`src/rtl/ram_burst_pkg.sv`:
```
// rtl/ram_burst_pkg.sv - state encoding and size defaults for the RAM burst controller
package ram_burst_pkg;

    localparam int ADDR_W_DEFAULT = 6;
    localparam int DATA_W_DEFAULT = 16;
    localparam int BUF_DEPTH      = 2;

    typedef enum logic [1:0] {
        IDLE  = 2'd0,
        WRITE = 2'd1,
        READ  = 2'd2,
        DRAIN = 2'd3
    } state_t;

endpackage

```
`src/rtl/ram_burst_outbuf.sv`:
```
// rtl/ram_burst_outbuf.sv - 2-entry read-data FIFO with valid/ready output
module ram_burst_outbuf
    import ram_burst_pkg::*;
#(
    parameter int DATA_W = DATA_W_DEFAULT
) (
    input  logic              CLK,
    input  logic              RST,
    input  logic              push,
    input  logic [DATA_W-1:0] push_data,
    output logic              out_valid,
    input  logic              out_ready,
    output logic [DATA_W-1:0] out_data,
    output logic [1:0]        count
);

    logic [DATA_W-1:0] mem [BUF_DEPTH];
    logic              rd_ptr;
    logic              wr_ptr;
    logic              pop;

    assign out_valid = (count != 2'd0);
    assign pop       = out_valid && out_ready;
    assign out_data  = mem[rd_ptr];

    // storage needs no reset: entries are only read once count covers them
    always_ff @(posedge CLK) begin
        if (push) begin
            mem[wr_ptr] <= push_data;
        end
    end

    // pointers and occupancy; push and pop in the same cycle leave count unchanged
    always_ff @(posedge CLK) begin
        if (RST) begin
            rd_ptr <= 1'b0;
            wr_ptr <= 1'b0;
            count  <= 2'd0;
        end else begin
            if (push) begin
                wr_ptr <= ~wr_ptr;
            end
            if (pop) begin
                rd_ptr <= ~rd_ptr;
            end
            count <= count + 2'(push) - 2'(pop);
        end
    end

endmodule

```
`src/rtl/ram_burst_ctrl.sv`:
```
// rtl/ram_burst_ctrl.sv - burst command to single-port RAM access controller; RAM_BURST_WRAP_EN selects address wrap instead of bounds rejection
module ram_burst_ctrl
    import ram_burst_pkg::*;
#(
    parameter int ADDR_W = ADDR_W_DEFAULT,
    parameter int DATA_W = DATA_W_DEFAULT
) (
    input  logic              CLK,
    input  logic              RST,
    input  logic              cmd_valid,
    output logic              cmd_ready,
    input  logic              cmd_wr,
    input  logic [ADDR_W-1:0] cmd_addr,
    input  logic [ADDR_W-1:0] cmd_len,
    input  logic              wr_valid,
    output logic              wr_ready,
    input  logic [DATA_W-1:0] wr_data,
    output logic              rd_valid,
    input  logic              rd_ready,
    output logic [DATA_W-1:0] rd_data,
    output logic              busy,
    output logic              err,
    output logic              ram_en,
    output logic              ram_we,
    output logic [ADDR_W-1:0] ram_addr,
    output logic [DATA_W-1:0] ram_di,
    input  logic [DATA_W-1:0] ram_do
);

    state_t            state;
    state_t            state_nxt;
    logic [ADDR_W-1:0] cur_addr;
    logic [ADDR_W-1:0] beats_left;
    logic              inflight;
    logic [1:0]        buf_count;
    logic              buf_valid;
    logic              cmd_fire;
    logic              cmd_oob;
    logic              wr_fire;
    logic              rd_issue;
    logic              rd_pop;
    logic [2:0]        occupancy;
    logic              have_credit;

    assign cmd_fire = cmd_valid && cmd_ready;
    assign rd_valid = buf_valid && !RST;
    assign rd_pop   = rd_valid && rd_ready;
    assign busy     = (state != IDLE) && !RST;

    // words that will occupy the buffer after this edge; a new read may
    // only issue while fewer than two are buffered or in flight
    assign occupancy   = {1'b0, buf_count} + 3'(inflight) - 3'(rd_pop);
    assign have_credit = (occupancy < 3'd2);

`ifdef RAM_BURST_WRAP_EN
    assign cmd_oob = 1'b0;
    assign err     = 1'b0;
`else
    logic [ADDR_W:0] end_addr;
    logic            err_q;

    assign end_addr = {1'b0, cmd_addr} + {1'b0, cmd_len};
    assign cmd_oob  = end_addr[ADDR_W];
    assign err      = err_q && !RST;

    // one-cycle pulse for a command whose last beat would run past the top of the RAM
    always_ff @(posedge CLK) begin
        if (RST) begin
            err_q <= 1'b0;
        end else begin
            err_q <= cmd_fire && cmd_oob;
        end
    end
`endif

    // state register
    always_ff @(posedge CLK) begin
        if (RST) begin
            state <= IDLE;
        end else begin
            state <= state_nxt;
        end
    end

    // next state and RAM port drive; everything quiet while reset is held
    always_comb begin
        state_nxt = state;
        cmd_ready = 1'b0;
        wr_ready  = 1'b0;
        ram_en    = 1'b0;
        ram_we    = 1'b0;
        ram_addr  = cur_addr;
        ram_di    = wr_data;
        wr_fire   = 1'b0;
        rd_issue  = 1'b0;
        if (!RST) begin
            unique case (state)
                IDLE: begin
                    cmd_ready = 1'b1;
                    if (cmd_valid && !cmd_oob) begin
                        state_nxt = cmd_wr ? WRITE : READ;
                    end
                end
                WRITE: begin
                    wr_ready = 1'b1;
                    if (wr_valid) begin
                        wr_fire = 1'b1;
                        ram_en  = 1'b1;
                        ram_we  = 1'b1;
                        if (beats_left == '0) begin
                            state_nxt = IDLE;
                        end
                    end
                end
                READ: begin
                    if (have_credit) begin
                        rd_issue = 1'b1;
                        ram_en   = 1'b1;
                        if (beats_left == '0) begin
                            state_nxt = DRAIN;
                        end
                    end
                end
                DRAIN: begin
                    if ((buf_count == 2'd0) && !inflight) begin
                        state_nxt = IDLE;
                    end
                end
                default: state_nxt = IDLE;
            endcase
        end
    end

    // burst address/beat counters and the read-in-flight flag; address wraps naturally at ADDR_W bits
    always_ff @(posedge CLK) begin
        if (RST) begin
            cur_addr   <= '0;
            beats_left <= '0;
            inflight   <= 1'b0;
        end else begin
            inflight <= rd_issue;
            if (cmd_fire) begin
                cur_addr   <= cmd_addr;
                beats_left <= cmd_len;
            end else if (wr_fire || rd_issue) begin
                cur_addr   <= cur_addr + ADDR_W'(1);
                beats_left <= beats_left - ADDR_W'(1);
            end
        end
    end

    ram_burst_outbuf #(
        .DATA_W (DATA_W)
    ) u_outbuf (
        .CLK       (CLK),
        .RST       (RST),
        .push      (inflight),
        .push_data (ram_do),
        .out_valid (buf_valid),
        .out_ready (rd_ready),
        .out_data  (rd_data),
        .count     (buf_count)
    );

endmodule

```
`config.mk`:
```
export PLATFORM = sky130hd
export DESIGN_NAME = ram_burst_ctrl
export DESIGN_NICKNAME = d
export VERILOG_FILES = /design/src/rtl/ram_burst_pkg.sv /design/src/rtl/ram_burst_outbuf.sv /design/src/rtl/ram_burst_ctrl.sv
export SDC_FILE = /design/constraint.sdc
export NUM_CORES = 1
export LEC_CHECK = 0
export ABC_CLOCK_PERIOD_IN_PS = 5100
export CORE_MARGIN = 2
export CORE_UTILIZATION = 35
export CTS_BUF_LIST = sky130_fd_sc_hd__clkbuf_4
export CTS_CLUSTER_DIAMETER = 30
export DETAILED_ROUTE_END_ITERATION = 7
export PLACE_DENSITY = 0.65
export SETUP_SLACK_MARGIN = 0.05
export SLEW_MARGIN = 20
export SYNTH_ARGS = -nofsm -noshare
export SYNTH_HDL_FRONTEND = slang
export SYNTH_SLANG_ARGS = --single-unit
```
`constraint.sdc`:
```
create_clock -name CLK -period 5.1 [get_ports CLK]
set_input_delay 0.51 -clock CLK [delete_from_list [all_inputs] [get_ports CLK]]
set_output_delay 0.51 -clock CLK [all_outputs]
set_load 0.02 [all_outputs]
```
==> results of run 1 <==
[layout make-up]
class                      count  area, sq um  area share
sequential                    53         1380       0.422
tap                           99          124      0.0379
inverter                      10         37.5      0.0115
timing repair buffer          64          636       0.194
clock inverter                 2         15.0     0.00459
multi-input combinational    137         1030       0.316
clock buffer                   6         45.0      0.0138
[stage by stage]
step	setup WS, ns	cell area (sq um)	util	hold slack (ns)
detailed placement	1.15	3210	0.443	0.502
finish	1.13	3270	0.451	0.529
floorplan	1.82	2610	-	0.472
CTS	1.11	3270	0.451	0.538
global route	0.836	3270	0.451	0.562
global placement	1.18	3210	0.443	0.493
[where the power goes]
| part | total [W] | leakage [nW] | internal [W] | switching [W] |
|---|---|---|---|---|
| Sequential | 0.000614 | 0.462 | 0.000537 | 0.0000769 |
| Combinational | 0.000612 | 0.690 | 0.000304 | 0.000309 |
| Clock | 0.000189 | 0.0279 | 0.0000595 | 0.000129 |
| Total | 0.00142 | 1.18 | 0.000900 | 0.000515 |
[synthesized netlist by cell type, drive strengths merged, types with 4 or more instances]
cell,instances,area [sq um]
dfxtp,21,420
clkbuf,4,15.0
edfxtp,32,961
nand2,7,26.3
and2,4,25.0
a21oi,15,75.1
inv,10,37.5
nor2,16,60.1
xor2,8,70.1
o21ai,8,40.0
mux2,16,180
nand3,7,40.0
nand4,5,31.3
ha,15,188
buf,20,145
nor2b,7,43.8
[cells by family (layout without fill, tap and decap cells)]
logic type	count (synthesis)	count (layout)
flops	53	53
compound gates	35	35
fa+ha+maj	16	16
simple gates	56	56
mux	19	19
buf+inv	34	82
xor+xnor	11	11
[worst min path at each step]
stage          slack [ns]  cells past startpoint       startpoint              end
2_1_floorplan        0.47                      2  u_outbuf.rd_ptr         register
3_3_place_gp         0.49                      2  u_outbuf.rd_ptr  u_outbuf.rd_ptr
3_5_place_dp         0.50                      2  u_outbuf.rd_ptr  u_outbuf.rd_ptr
4_1_cts              0.54                      2  u_outbuf.rd_ptr  u_outbuf.rd_ptr
5_1_grt              0.56                      2  u_outbuf.rd_ptr  u_outbuf.rd_ptr
6_report             0.53                      2  u_outbuf.rd_ptr  u_outbuf.rd_ptr
[sequential cells by signal, summed over array words and instances, names as in the netlist, named ones only]
name and cells:
u_outbuf.count 2, u_outbuf.wr_ptr 1, state 2, beats_left 6, ram_addr 6, u_outbuf.mem 32
err_q 1, inflight 1, u_outbuf.rd_ptr 1
[layer usage]
metal,vias up,share of wire,track usage
met3,8,0.052,0.0326
met4,0,0.012,0.0385
li1,877,-,-
met1,850,0.47,0.162
met2,59,0.46,0.192
met5,-,0,0
[worst reg2reg max path, stage by stage (launching register included)]
cell	delay, ns
dfxtp_1	0.41
o21ai_0	0.34
nor2_1	0.08
ha_1	0.27
nand2b_1	0.15
fa_1	0.38
xnor2_1	0.24
a41o_2	0.43
nand4_1	0.15
xor2_1	0.16
a211oi_1	0.22
==> qor.csv, run 1 <==
stage,metric,value,unit
timing,Max Slew Vio Count,0,
detailed_routing,Routed Antenna Nets,0,
floorplan,# IOs,95,
clock_network,CTS Sinks,53,
worst_setup_path,Required @ worst endpoint,4.59,ns
clock_network,CTS root buf,clkbuf_4,
timing,setup TNS,0,ns
worst_setup_path,Worst Path Arrival,3.46,ns
timing,Tcrit/Tclk final,0.778,
synthesis,Post-synth EDFFs,32,
timing,"Hold Vio Cnt, Final",0,
cells_and_area,layout cells sized above 1,0.114,
place,HPWL Detailed,3.63,mm
timing,Worst Tran Pin Value,0.809,ns
place,placed cell count,363,
worst_setup_path,cell family with most CP delay,buffers and inverters,
worst_setup_path,crit-path cells,clkdlybuf4s50_1 > o21ai_0 > nor2_1 > ha_1 > nand2b_1 > fa_1 > xnor2_1 > a41o_2 > and2_1 > clkdlybuf4s50_1,
worst_setup_path,Crit. path cell count,10,
worst_setup_path,reg2reg start,u_outbuf.count[1],
worst_setup_path,"slowest stage cell, crit path",clkdlybuf4s50_1,
synthesis,register area share after synthesis,0.529,
synthesis,Yosys warnings,0,
cells_and_area,Non-Filler Instances,371,
synthesis,xor/xnor share of the synthesized area,0.0369,
global_route,vias in the first global route,1708,
power,PwrDens,433,nW/um^2
worst_setup_path,Worst R2R Setup Slack,2.21,ns
run_status,status,completed,
synthesis,synthesized-area fraction occupied by adder cells,0.0795,
cells_and_area,"most common cell after layout, fill and taps aside",clkdlybuf4s50_1,
floorplan,Die Y,90.4,um
floorplan,Std-Cell Rows,31,
worst_setup_path,crit start category,input port,
detailed_routing,Via density,4.84,
detailed_routing,drt wl/cell,13.5,um
place,Port Buf Inserts,62,
min_path,Hold/Removal Path Class,reg2reg,
clock_network,H-tree depth,2,
power,Final Power,0.00142,W
worst_setup_path,Crit Path Class,in2out,
detailed_routing,1st-iter DRT viols,33,
timing,maximum clock rate,252,MHz
place,GP Congestion,0.841,
timing,relative slew slack,0.453,
synthesis,"area fraction in and, or, nand and nor cells after synthesis",0.114,
timing,Worst Clk Skew,0.0107,ns
synthesis,Avg Inst Size Synth,11.7,sq um
worst_setup_path,Worst Setup SP,rd_ready,
worst_setup_path,CP Capture Type,primary output,
worst_setup_path,worst r2r dst,ram_addr[4],
worst_setup_path,Slowest Stage Delay on Critical Path,0.60,ns
cells_and_area,Area Overhead vs Synth,25.3,%
clock_network,CTS buffer count,5,
floorplan,die area,8170,sq um
floorplan,core area,7250,sq um
clock_network,clk buf depth,2,
synthesis,synthesis-stage register bit count,53,
synthesis,Post-synth ARST share,0,
timing,final setup fails,0,
clock_network,setup bufs post-CTS,0,
synthesis,"Primary FF master, synth",edfxtp_1,
worst_setup_path,Reg2Reg Depth,10,
cells_and_area,Nets,337,
global_route,initial antenna violation count,0,
floorplan,chip width,90.4,um
timing,post-layout min period,3.97,ns
detailed_routing,DRC Markers,0,
floorplan,starting utilization of the core area,0.360,
cells_and_area,fillers,697,
cells_and_area,Inserted Diodes,0,
cells_and_area,most frequent cells in the layout,"62 x clkdlybuf4s50_1, 32 x edfxtp_1, 21 x dfxtp_1",
global_route,largest net degree at the start of global routing,22,
detailed_routing,First-pass DRT Iterations,4,
clock_network,hold_buf cts,0,
synthesis,largest family of logic cells by synthesized area,simple AND/OR/NAND/NOR gates,
clock_network,clk_lat worst skew,0.36,ns
worst_setup_path,worst-path fanout max,16,
timing,RSZ-0062 raised after global routing,no,
job,max-capacitance violation count,0,
power,Leak,1.18,nW
global_route,first-pass GRT wire length,8.03,mm
worst_setup_path,CP Capture Point,ram_en,
global_route,gr ovfl total,0,
synthesis,synth unique cells,41,
global_route,Tot GR Track Use,0.121,
worst_setup_path,Most common cell on crit path,clkdlybuf4s50_1,
worst_setup_path,Worst Path Buf+Inv,2,
synthesis,Mapped Nets,290,
synthesis,post-synthesis cell count,224,
detailed_routing,WL final,5.00,mm
clock_network,clock-pin slew on the worst setup and hold paths,0.14,ns
detailed_routing,vias,1794,
clock_network,TritonCTS clock tree,yes,
clock_network,Post-CTS Resized,0,
synthesis,compound-gate portion of the synthesized area,0.0843,
power,worst vdd ir,0.174,mV
synthesis,mux share of post-synthesis cell area,0.0805,
synthesis,Mapped Area,2610,sq um
Power figures use the tool's default switching activity.
==> inputs of run 2 (changes only) <==
--- a/config.mk
+++ b/config.mk
@@ -5,13 +5,13 @@
 export SDC_FILE = /design/constraint.sdc
 export NUM_CORES = 1
 export LEC_CHECK = 0
-export ABC_CLOCK_PERIOD_IN_PS = 5100
+export ABC_CLOCK_PERIOD_IN_PS = 3510
 export CORE_MARGIN = 2
 export CORE_UTILIZATION = 35
 export CTS_BUF_LIST = sky130_fd_sc_hd__clkbuf_4
 export CTS_CLUSTER_DIAMETER = 30
 export DETAILED_ROUTE_END_ITERATION = 7
-export PLACE_DENSITY = 0.65
+export PLACE_DENSITY = 0.68
 export SETUP_SLACK_MARGIN = 0.05
 export SLEW_MARGIN = 20
 export SYNTH_ARGS = -nofsm -noshare
==> constraint.sdc (replaced) <==
create_clock -name CLK -period 3.51 [get_ports CLK]
set_input_delay 0.351 -clock CLK [delete_from_list [all_inputs] [get_ports CLK]]
set_output_delay 0.351 -clock CLK [all_outputs]
set_load 0.02 [all_outputs]
==> run 2 against run 1 <==
  * Setup slack lost 0.61 ns
  * Utilization grew 0.69 points
  * Clock-buffer cell count is the same
  * Critical path depth shrank 1
  * Sequential cell count is the same
  * Clock skew grew 0.0011 ns
  * Worst hold slack gained 0.0020 ns
  * Register-to-register slack lost 1.3 ns
  * Sequential power grew 46%
  * Via count grew 1.7%
  * Combinational power grew 50%
  * Critical path type is now reg2out
  * Largest cell class unchanged
  * Largest power group is now combinational logic
==> qor.csv, run 2 (synthesis gave the netlist of run 1 again) <==
stage,metric,value,unit
worst_setup_path,Crit Path Class,reg2out,
min_path,Hold/Removal Path Class,reg2reg,
job,max-capacitance violation count,0,
power,Final Power,0.00216,W
detailed_routing,First-pass DRT Iterations,4,
clock_network,clock-pin slew on the worst setup and hold paths,0.16,ns
worst_setup_path,Reg2Reg Depth,11,
cells_and_area,"most common cell after layout, fill and taps aside",clkdlybuf4s50_1,
clock_network,hold_buf cts,0,
detailed_routing,drt wl/cell,13.7,um
clock_network,setup bufs post-CTS,0,
timing,Max Slew Vio Count,0,
timing,Worst Clk Skew,0.0119,ns
power,Comb pwr share,0.424,
min_path,hold path startpoint,u_outbuf.rd_ptr,
worst_setup_path,worst-path fanout max,6,
worst_setup_path,Worst Path Buf+Inv,1,
min_path,Worst Hold Path EP,u_outbuf.rd_ptr,
cells_and_area,Inserted Diodes,0,
power,clock network power share,0.163,
global_route,Tot GR Track Use,0.130,
cells_and_area,multi-input logic area,1040,sq um
floorplan,chip width,90.4,um
clock_network,TritonCTS clock tree,yes,
worst_setup_path,Slowest Stage Delay on Critical Path,0.41,ns
worst_setup_path,reg2reg start,u_outbuf.count[1],
floorplan,starting utilization of the core area,0.360,
timing,relative slew slack,0.505,
run_status,status,completed,
cells_and_area,Area Overhead vs Synth,27.2,%
floorplan,die area,8170,sq um
place,placed cell count,365,
floorplan,Die Y,90.4,um
detailed_routing,WL final,5.10,mm
worst_setup_path,Required @ worst endpoint,3.16,ns
floorplan,# IOs,95,
worst_setup_path,Crit. path cell count,9,
floorplan,Std-Cell Rows,31,
cells_and_area,fillers,705,
worst_setup_path,"slowest stage cell, crit path",fa_1,
global_route,first-pass GRT wire length,8.61,mm
clock_network,clk_lat worst skew,0.37,ns
worst_setup_path,Worst R2R Setup Slack,0.88,ns
cells_and_area,max reg flops,32,
timing,setup TNS,0,ns
global_route,initial antenna violation count,0,
clock_network,CTS buffer count,5,
timing,"Hold Vio Cnt, Final",0,
timing,Worst Tran Pin Value,0.742,ns
cells_and_area,Reg area,1380,sq um
power,Leak,1.23,nW
timing,Tcrit/Tclk final,0.850,
floorplan,core area,7250,sq um
place,HPWL Detailed,3.70,mm
detailed_routing,DRC Markers,0,
worst_setup_path,Worst Path Arrival,2.63,ns
worst_setup_path,crit-path cells,o21ai_1 > nor2_1 > ha_1 > nand2b_1 > fa_1 > xnor2_2 > a41o_2 > and2_1 > dlymetal6s2s_1,
place,GP Congestion,0.792,
global_route,vias in the first global route,1844,
min_path,hold path cells,2,
cells_and_area,Reg with most FFs,u_outbuf.mem,
timing,RSZ-0062 raised after global routing,no,
detailed_routing,1st-iter DRT viols,34,
power,sequential power share,0.413,
clock_network,clk buf depth,2,
timing,final setup fails,0,
global_route,gr ovfl total,0,
power,sw frac,0.353,
cells_and_area,Nets,339,
detailed_routing,Via density,4.89,
timing,post-layout min period,2.98,ns
clock_network,CTS Sinks,53,
cells_and_area,Non-Filler Instances,373,
power,Net Switching,0.000764,W
power,worst vdd ir,0.336,mV
place,Port Buf Inserts,62,
worst_setup_path,worst r2r dst,ram_addr[4],
worst_setup_path,crit start category,register,
cells_and_area,most frequent cells in the layout,"61 x clkdlybuf4s50_1, 32 x edfxtp_1, 20 x dfxtp_1",
detailed_routing,Routed Antenna Nets,0,
timing,maximum clock rate,335,MHz
clock_network,CTS root buf,clkbuf_4,
global_route,largest net degree at the start of global routing,22,
power,P_int,0.00140,W
power,PwrDens,652,nW/um^2
worst_setup_path,CP Capture Type,primary output,
cells_and_area,layout cells sized above 1,0.128,
detailed_routing,vias,1825,
clock_network,H-tree depth,2,
worst_setup_path,cell family with most CP delay,adder cells,
run 2: tightest hold or removal path: stages, from the launching register on:
cell and delay, ns:
dfxtp_1 0.36, xor2_1 0.08, nor2_1 0.07
run 2: power groups by stage:
stage	logic (W)	registers [W]	clock network (W)
final	0.000917	0.000894	0.000354
after global routing	0.00101	0.000915	0.000387
after CTS	0.000919	0.000893	0.000367
after detailed placement	0.000910	0.000908	0
after global placement	0.000893	0.000904	0
after floorplan	0.000616	0.000891	0
run 2: repair_timing:
action | in CTS | in global routing
resized for setup | 1 | 3
setup endpoints to repair | 1 | 1
pin swaps | 0 | 0
gates cloned | 0 | 0
run 2: worst max path at each step:
stage / startpoint / to / slack (ns)
6_report: u_outbuf.count[1] / ram_en / 0.53
3_3_place_gp: rd_ready / ram_en / 0.20
5_1_grt: u_outbuf.count[1] / ram_en / 0.39
4_1_cts: u_outbuf.count[1] / ram_en / 0.07
2_1_floorplan: RST / ram_en / 0.55
3_5_place_dp: rd_ready / ram_en / 0.19
run 2: through the flow:
step / utilization / hold WS [ns] / setup WS (ns) / cell area [sq um]
after floorplan: - / 0.450 / 0.549 / 2610
after global placement: 0.445 / 0.488 / 0.199 / 3230
after detailed placement: 0.445 / 0.497 / 0.189 / 3230
after CTS: 0.456 / 0.536 / 0.0675 / 3310
after global routing: 0.458 / 0.540 / 0.387 / 3320
final: 0.458 / 0.531 / 0.528 / 3320
run 2: layout make-up:
| class | count | share of cell area |
|---|---|---|
| timing repair buffer | 66 | 0.197 |
| multi-input combinational | 137 | 0.313 |
| sequential | 53 | 0.416 |
| tap | 99 | 0.0373 |
| clock inverter | 2 | 0.0117 |
| inverter | 10 | 0.0113 |
| clock buffer | 6 | 0.0136 |
run 2: layer usage:
metal / GRT usage / share of wire / wire length [um]
met4: 0.0423 / 0.012 / 61
met2: 0.215 / 0.47 / 2390
met1: 0.167 / 0.46 / 2350
met5: 0 / 0 / 0
met3: 0.0342 / 0.057 / 293
